$ cat src/rtl/bsg_chip_hb_reset_seq_if.sv
// Tag-side bundle for the HammerBlade reset and cord sequencer.
// The master drives tag requests; the slave returns resets and cords.
interface bsg_chip_hb_reset_seq_if #(
  parameter int num_domains_p = 3,
  parameter int num_dest_p    = 2,
  parameter int cord_width_p  = 16
) ();

  logic                                   tag_reset_i;
  logic [num_dest_p-1:0][cord_width_p-1:0] dest_cord_i;
  logic [num_dest_p-1:0]                  dest_cord_new_i;
  logic [num_domains_p-1:0]               domain_reset_o;
  logic [num_dest_p-1:0][cord_width_p-1:0] dest_cord_o;
  logic                                   ready_o;
  logic                                   cord_err_o;

  modport master (
    output tag_reset_i,
    output dest_cord_i,
    output dest_cord_new_i,
    input  domain_reset_o,
    input  dest_cord_o,
    input  ready_o,
    input  cord_err_o
  );

  modport slave (
    input  tag_reset_i,
    input  dest_cord_i,
    input  dest_cord_new_i,
    output domain_reset_o,
    output dest_cord_o,
    output ready_o,
    output cord_err_o
  );

endinterface

$ cat src/rtl/bsg_chip_hb_reset_seq.sv
// Staged reset release and destination-cord registers for the core complex.
// Define BSG_HB_RESET_SEQ_CORD_LOCK_EN to accept cord updates only in ASSERT.
module bsg_chip_hb_reset_seq #(
  parameter int num_domains_p   = 3,
  parameter int num_dest_p      = 2,
  parameter int cord_width_p    = 16,
  parameter int assert_cycles_p = 4,
  parameter int stage_cycles_p  = 8
) (
  input  logic                    clk_i,
  input  logic                    reset_n_i,
  bsg_chip_hb_reset_seq_if.slave  bus
);

  localparam int max_lp =
    (assert_cycles_p > stage_cycles_p) ? assert_cycles_p : stage_cycles_p;
  localparam int cnt_w_lp = $clog2(max_lp + 1);
  localparam int idx_w_lp = $clog2(num_domains_p + 1);

  typedef enum logic [1:0] {
    S_ASSERT  = 2'd0,
    S_RELEASE = 2'd1,
    S_RUN     = 2'd2
  } state_e;

  state_e                state_r, state_n;
  logic [cnt_w_lp-1:0]   cnt_r, cnt_n;
  logic [idx_w_lp-1:0]   idx_r, idx_n;
  logic [num_domains_p-1:0] dom_r, dom_n;
  logic                  ready_r, ready_n;

  logic [num_dest_p-1:0][cord_width_p-1:0] cord_r, cord_n;
  logic                  err_r, err_n;
  logic                  accept;

  // State, counters and registered reset outputs.
  always_ff @(posedge clk_i) begin
    if (!reset_n_i) begin
      state_r <= S_ASSERT;
      cnt_r   <= '0;
      idx_r   <= '0;
      dom_r   <= '1;
      ready_r <= 1'b0;
    end else begin
      state_r <= state_n;
      cnt_r   <= cnt_n;
      idx_r   <= idx_n;
      dom_r   <= dom_n;
      ready_r <= ready_n;
    end
  end

  // Sequencing: hold-off count, then one domain per stage interval.
  always_comb begin
    state_n = state_r;
    cnt_n   = cnt_r;
    idx_n   = idx_r;
    unique case (state_r)
      S_ASSERT: begin
        if (bus.tag_reset_i) begin
          cnt_n = '0;
        end else if (cnt_r == cnt_w_lp'(assert_cycles_p - 1)) begin
          state_n = S_RELEASE;
          cnt_n   = '0;
          idx_n   = '0;
        end else begin
          cnt_n = cnt_r + cnt_w_lp'(1);
        end
      end
      S_RELEASE: begin
        if (bus.tag_reset_i) begin
          state_n = S_ASSERT;
          cnt_n   = '0;
          idx_n   = '0;
        end else if (cnt_r == cnt_w_lp'(stage_cycles_p - 1)) begin
          cnt_n = '0;
          idx_n = idx_r + idx_w_lp'(1);
          if (idx_r == idx_w_lp'(num_domains_p - 1))
            state_n = S_RUN;
        end else begin
          cnt_n = cnt_r + cnt_w_lp'(1);
        end
      end
      S_RUN: begin
        if (bus.tag_reset_i) begin
          state_n = S_ASSERT;
          cnt_n   = '0;
          idx_n   = '0;
        end
      end
      default: begin
        state_n = S_ASSERT;
        cnt_n   = '0;
        idx_n   = '0;
      end
    endcase
  end

  // Next reset outputs: domains below idx are released in RELEASE.
  always_comb begin
    dom_n   = '1;
    ready_n = (state_n == S_RUN);
    for (int d = 0; d < num_domains_p; d++) begin
      if (state_n == S_RUN)
        dom_n[d] = 1'b0;
      else if (state_n == S_RELEASE)
        dom_n[d] = !(idx_w_lp'(d) < idx_n);
    end
  end

`ifdef BSG_HB_RESET_SEQ_CORD_LOCK_EN
  assign accept = (state_r == S_ASSERT);
`else
  assign accept = 1'b1;
`endif

  // Per-channel cord capture; a refused update raises the sticky flag.
  always_comb begin
    cord_n = cord_r;
    err_n  = err_r;
    for (int i = 0; i < num_dest_p; i++) begin
      if (bus.dest_cord_new_i[i]) begin
        if (accept)
          cord_n[i] = bus.dest_cord_i[i];
        else
          err_n = 1'b1;
      end
    end
  end

  // Cord and error registers.
  always_ff @(posedge clk_i) begin
    if (!reset_n_i) begin
      cord_r <= '0;
      err_r  <= 1'b0;
    end else begin
      cord_r <= cord_n;
      err_r  <= err_n;
    end
  end

  assign bus.domain_reset_o = dom_r;
  assign bus.ready_o        = ready_r;
  assign bus.dest_cord_o    = cord_r;
  assign bus.cord_err_o     = err_r;

endmodule

$ cat src/flat_wrapper.sv
// flat-port wrapper written by rule: the top's interface ports become plain ports
module bsg_chip_hb_reset_seq_flat 
#(
  parameter int num_domains_p   = 3,
  parameter int num_dest_p      = 2,
  parameter int cord_width_p    = 16,
  parameter int assert_cycles_p = 4,
  parameter int stage_cycles_p  = 8
)
  (clk_i, reset_n_i, bus_tag_reset_i, bus_dest_cord_i, bus_dest_cord_new_i, bus_domain_reset_o, bus_dest_cord_o, bus_ready_o, bus_cord_err_o);
  bsg_chip_hb_reset_seq_if #(.num_domains_p(num_domains_p), .num_dest_p(num_dest_p), .cord_width_p(cord_width_p)) bus_i ();
  input  logic clk_i;
  input  logic reset_n_i;
  input wire logic [$bits(bus_i.tag_reset_i)-1:0] bus_tag_reset_i;
  input wire logic [$bits(bus_i.dest_cord_i)-1:0] bus_dest_cord_i;
  input wire logic [$bits(bus_i.dest_cord_new_i)-1:0] bus_dest_cord_new_i;
  output wire logic [$bits(bus_i.domain_reset_o)-1:0] bus_domain_reset_o;
  output wire logic [$bits(bus_i.dest_cord_o)-1:0] bus_dest_cord_o;
  output wire logic [$bits(bus_i.ready_o)-1:0] bus_ready_o;
  output wire logic [$bits(bus_i.cord_err_o)-1:0] bus_cord_err_o;
  assign bus_i.tag_reset_i = bus_tag_reset_i;
  assign bus_i.dest_cord_i = bus_dest_cord_i;
  assign bus_i.dest_cord_new_i = bus_dest_cord_new_i;
  assign bus_domain_reset_o = bus_i.domain_reset_o;
  assign bus_dest_cord_o = bus_i.dest_cord_o;
  assign bus_ready_o = bus_i.ready_o;
  assign bus_cord_err_o = bus_i.cord_err_o;
  bsg_chip_hb_reset_seq #(.num_domains_p(num_domains_p), .num_dest_p(num_dest_p), .cord_width_p(cord_width_p), .assert_cycles_p(assert_cycles_p), .stage_cycles_p(stage_cycles_p)) u_core (.clk_i(clk_i), .reset_n_i(reset_n_i), .bus(bus_i));
endmodule
$ cat config.mk
export PLATFORM = sky130hd
export DESIGN_NAME = bsg_chip_hb_reset_seq_flat
export DESIGN_NICKNAME = d
export VERILOG_FILES = /design/src/rtl/bsg_chip_hb_reset_seq_if.sv /design/src/rtl/bsg_chip_hb_reset_seq.sv /design/src/flat_wrapper.sv
export SDC_FILE = /design/constraint.sdc
export NUM_CORES = 1
export LEC_CHECK = 0
export CAP_MARGIN = 20
export CELL_PAD_IN_SITES_DETAIL_PLACEMENT = 1
export CELL_PAD_IN_SITES_GLOBAL_PLACEMENT = 1
export CORE_UTILIZATION = 28
export CTS_CLUSTER_SIZE = 25
export DETAILED_ROUTE_END_ITERATION = 8
export GPL_TIMING_DRIVEN = 0
export PLACE_DENSITY_LB_ADDON = 0.1
export RECOVER_POWER = 25
export SLEW_MARGIN = 25
export SYNTH_ARGS = -nofsm -noshare
export SYNTH_HDL_FRONTEND = slang
export SYNTH_SLANG_ARGS = --single-unit
$ cat constraint.sdc
create_clock -name clk_i -period 1.8 [get_ports clk_i]
set_clock_uncertainty 0.15 [all_clocks]
set_input_delay 0.36 -clock clk_i [delete_from_list [all_inputs] [get_ports clk_i]]
set_output_delay 0.36 -clock clk_i [all_outputs]
set_load 0.02 [all_outputs]
==> impl_metrics.tcl, run 1 <==
set metrics [dict create \
    status "finished, violations left" \
    violations "negative setup slack" \
    post_synth_inst_count 175 \
    avgSynthCellArea_um2 10.3 \
    cp-start-kind "flip-flop" \
    period_minus_slack_ns 1.80 \
    antenna_found_initial 0 \
    area_delta_synth_final_pct 50.5 \
    std_cell_rows 28 \
    placed_area_mm2 0.00260 \
    cts-root-buf "clkbuf_8" \
    grt_pass1_vias 1441 \
    irDropWorstVdd_mv 0.431 \
    dp_slack_ns -0.393 \
    path_cells "ha_4 -> nand2b_4 -> or4b_4 -> o21a_4 -> nor2b_4 -> a21oi_2" \
    ys_warn_count 0 \
    grt_pass1_wl_um 6510 \
    track_usage_pct 12.7 \
    vias 1448 \
    path_max_fanout 3 \
    dieArea_mm2 0.00676 \
    clock_latency_ns 0.28 \
    stdcell_area_mm2 0.00271 \
    comb_power_share_pct 16.5 \
    end_kind "flip-flop" \
    firstDrtPassIters 2 \
    pwr-share-seq_pct 51.7 \
    hold_viol 0 \
    fmax_ghz 0.556 \
    avgRoutedWirePerCell_um 12.6 \
    n_antenna_cell 0 \
    grt_overflow 0 \
    wirelength_um 4150 \
    port_buffers 70 \
    layout_setup_ws_ns -0.0000536 \
    min_path_type "flip-flop to flip-flop" \
    synthArstFlopShare_pct 0 \
    total_power_mw 2.01 \
    setup_tns_ns -0.0000536 \
    clk_path_buf_depth 2 \
    drt_drc_violations_left 0 \
    syn_nets 214 \
    via_per_inst 4.39 \
    ys_seq_elements 44 \
    swShare_pct 24.4 \
    cts_hold_buf 0 \
    p_clk_share_pct 31.7 \
    cts-htree-levels 2 \
    die_h_um 82.2 \
    drtIter0Drc 26 \
    final_nets 293 \
    rsz0062_at_grt "yes" \
    max_cap_viol_count 0 \
    crit_slowest_cell "or4b_4" \
    ys.flop_type "dfxtp_1" \
    drive_gt1_share_pct 11.4 \
    ant_nets 0 \
    crit_type "flip-flop to flip-flop" \
    syn_area_mm2 0.00180 \
    synth-edff-count 0 \
    intPower_mw 1.52 \
    p_sw_uw 490 \
    clkTransAtPathRegs_ns 0.08 \
    yosysSeqAreaShare_pct 48.9 \
    gp_congestion 0.715 \
    yosysUniqueCellTypes 32 \
    powerDensity_mw_per_mm2 740 \
    cp_data_arrival_time_ns 1.83 \
    tritoncts "done" \
    fin_crit_sh_pct 100 \
    start_util_pct 29.7 \
    required_ns 1.83 \
    cp_slowest_stage_delay_ns 0.57 \
    cts-buffers-inserted 5 \
    pin_count 74 \
    hpwlAfterDp_um 3070 \
    p_leak_nw 1.05 \
    core_area_mm2 0.00606 \
    grt_max_degree 14 \
    drv_slew 0 \
    cts.sinks 44 \
    chipWidth_um 82.2 \
    setup_viol 1 \
]
==> routing by layer <==
metal / GRT usage (%) / part of all wire [%] / up-vias
met4: 4.74 / 0.65 / 0
met2: 20.4 / 43 / 52
met1: 15.4 / 47 / 662
met5: 0 / 0 / -
li1: - / - / 732
met3: 4.84 / 9.9 / 2
==> metrics by stage <==
step | util, % | hold slack (ns) | cells
after floorplan | - | 0.323 | 175
after global placement | 42.9 | 0.346 | 320
after detailed placement | 42.9 | 0.356 | 320
after CTS | 44.9 | 0.377 | 329
after global routing | 44.8 | 0.398 | 330
final | 44.8 | 0.367 | 330
==> cell usage after synthesis, types with 2 or more instances <==
master,instances,area (um2)
dfxtp_1,44,881
nor2b_1,35,219
mux2i_1,32,320
nor2_1,8,30.0
clkbuf_1,6,22.5
nand2_1,6,22.5
a21oi_1,4,20.0
o21ai_1,4,20.0
and2_1,3,18.8
inv_1,3,11.3
nand2b_1,3,18.8
nand3_1,3,15.0
buf_2,2,10.0
buf_4,2,15.0
ha_1,2,25.0
o21ai_0,2,10.0
==> layout by cell type (no fill, tap or decap), drive strengths merged, types with 2 or more instances in the layout <==
| cell type | count |
|---|---|
| and2 | 3 |
| o21ai | 6 |
| nand2 | 6 |
| nor2b | 36 |
| buf | 7 |
| dfxtp | 44 |
| ha | 2 |
| nand3 | 3 |
| clkdlybuf4s50 | 63 |
| o21a | 2 |
| clkbuf | 19 |
| nor2 | 8 |
| nand2b | 4 |
| a21oi | 5 |
| mux2i | 32 |
| inv | 3 |
==> layout make-up <==
class / instances / area [um2]
fill: 693 / 3350
inverter: 3 / 11.3
tap: 75 / 93.8
timing repair buffer: 73 / 684
multi-input combinational: 117 / 890
sequential: 44 / 890
clock inverter: 1 / 7.51
buffer: 10 / 51.3
clock buffer: 7 / 86.3
==> worst max-delay path: cells and delay by family, from the launching register on <==
family                     cells  cell delay [ns]
AOI/OAI and AO/OA              2             0.30
adders and majority gates      1             0.15
DFF                            1             0.36
and+or+nand+nor                3             0.75
==> sequential cells by signal, indices dropped and copies added (netlist names) <==
signal	flops
u_core.bus.dest_cord_o	32
u_core.bus.domain_reset_o	3
u_core.bus.ready_o	1
u_core.cnt_r	4
u_core.idx_r	2
u_core.state_r	2
==> worst paths after layout <==
check	end	slack (ns)	cells past startpoint	startpoint
setup / recovery	u_core.bus.domain_reset_o[2]	-0.00005	6	u_core.cnt_r[0]
hold / removal	u_core.bus.dest_cord_o[3]	0.37	2	u_core.bus.dest_cord_o[3]
hold reg to reg	u_core.bus.dest_cord_o[3]	0.37	2	u_core.bus.dest_cord_o[3]
setup reg to reg	u_core.bus.domain_reset_o[2]	-0.00005	6	u_core.cnt_r[0]
==> logic make-up after synthesis <==
group | synth area share (%)
fa+ha+maj | 1.39
simple gates | 22.6
buf+inv | 3.89
mux | 17.8
other cells | 0.208
compound gates | 5.27
flops | 48.9
==> power groups by stage <==
| stage | Sequential (mW) | Clock, mW | Combinational, mW |
|---|---|---|---|
| global placement | 1.06 | 0 | 0.341 |
| floorplan | 1.11 | 0 | 0.108 |
| finish | 1.04 | 0.637 | 0.332 |
| detailed placement | 1.06 | 0 | 0.344 |
| CTS | 1.04 | 0.674 | 0.348 |
| global route | 1.04 | 0.709 | 0.359 |
==> repair_timing <==
action,4_1_cts,5_1_grt
resized for setup,11,10
setup buffers,2,1
endpoints found under the setup margin,5,9
Power figures use the tool's default switching activity.
==> run 2: changes to the inputs <==
--- a/config.mk
+++ b/config.mk
@@ -18,3 +18,4 @@
 export SYNTH_ARGS = -nofsm -noshare
 export SYNTH_HDL_FRONTEND = slang
 export SYNTH_SLANG_ARGS = --single-unit
+export TNS_END_PERCENT = 50
==> results of run 2 <==
Final layout, timing and power as in run 1 (identical DEF).
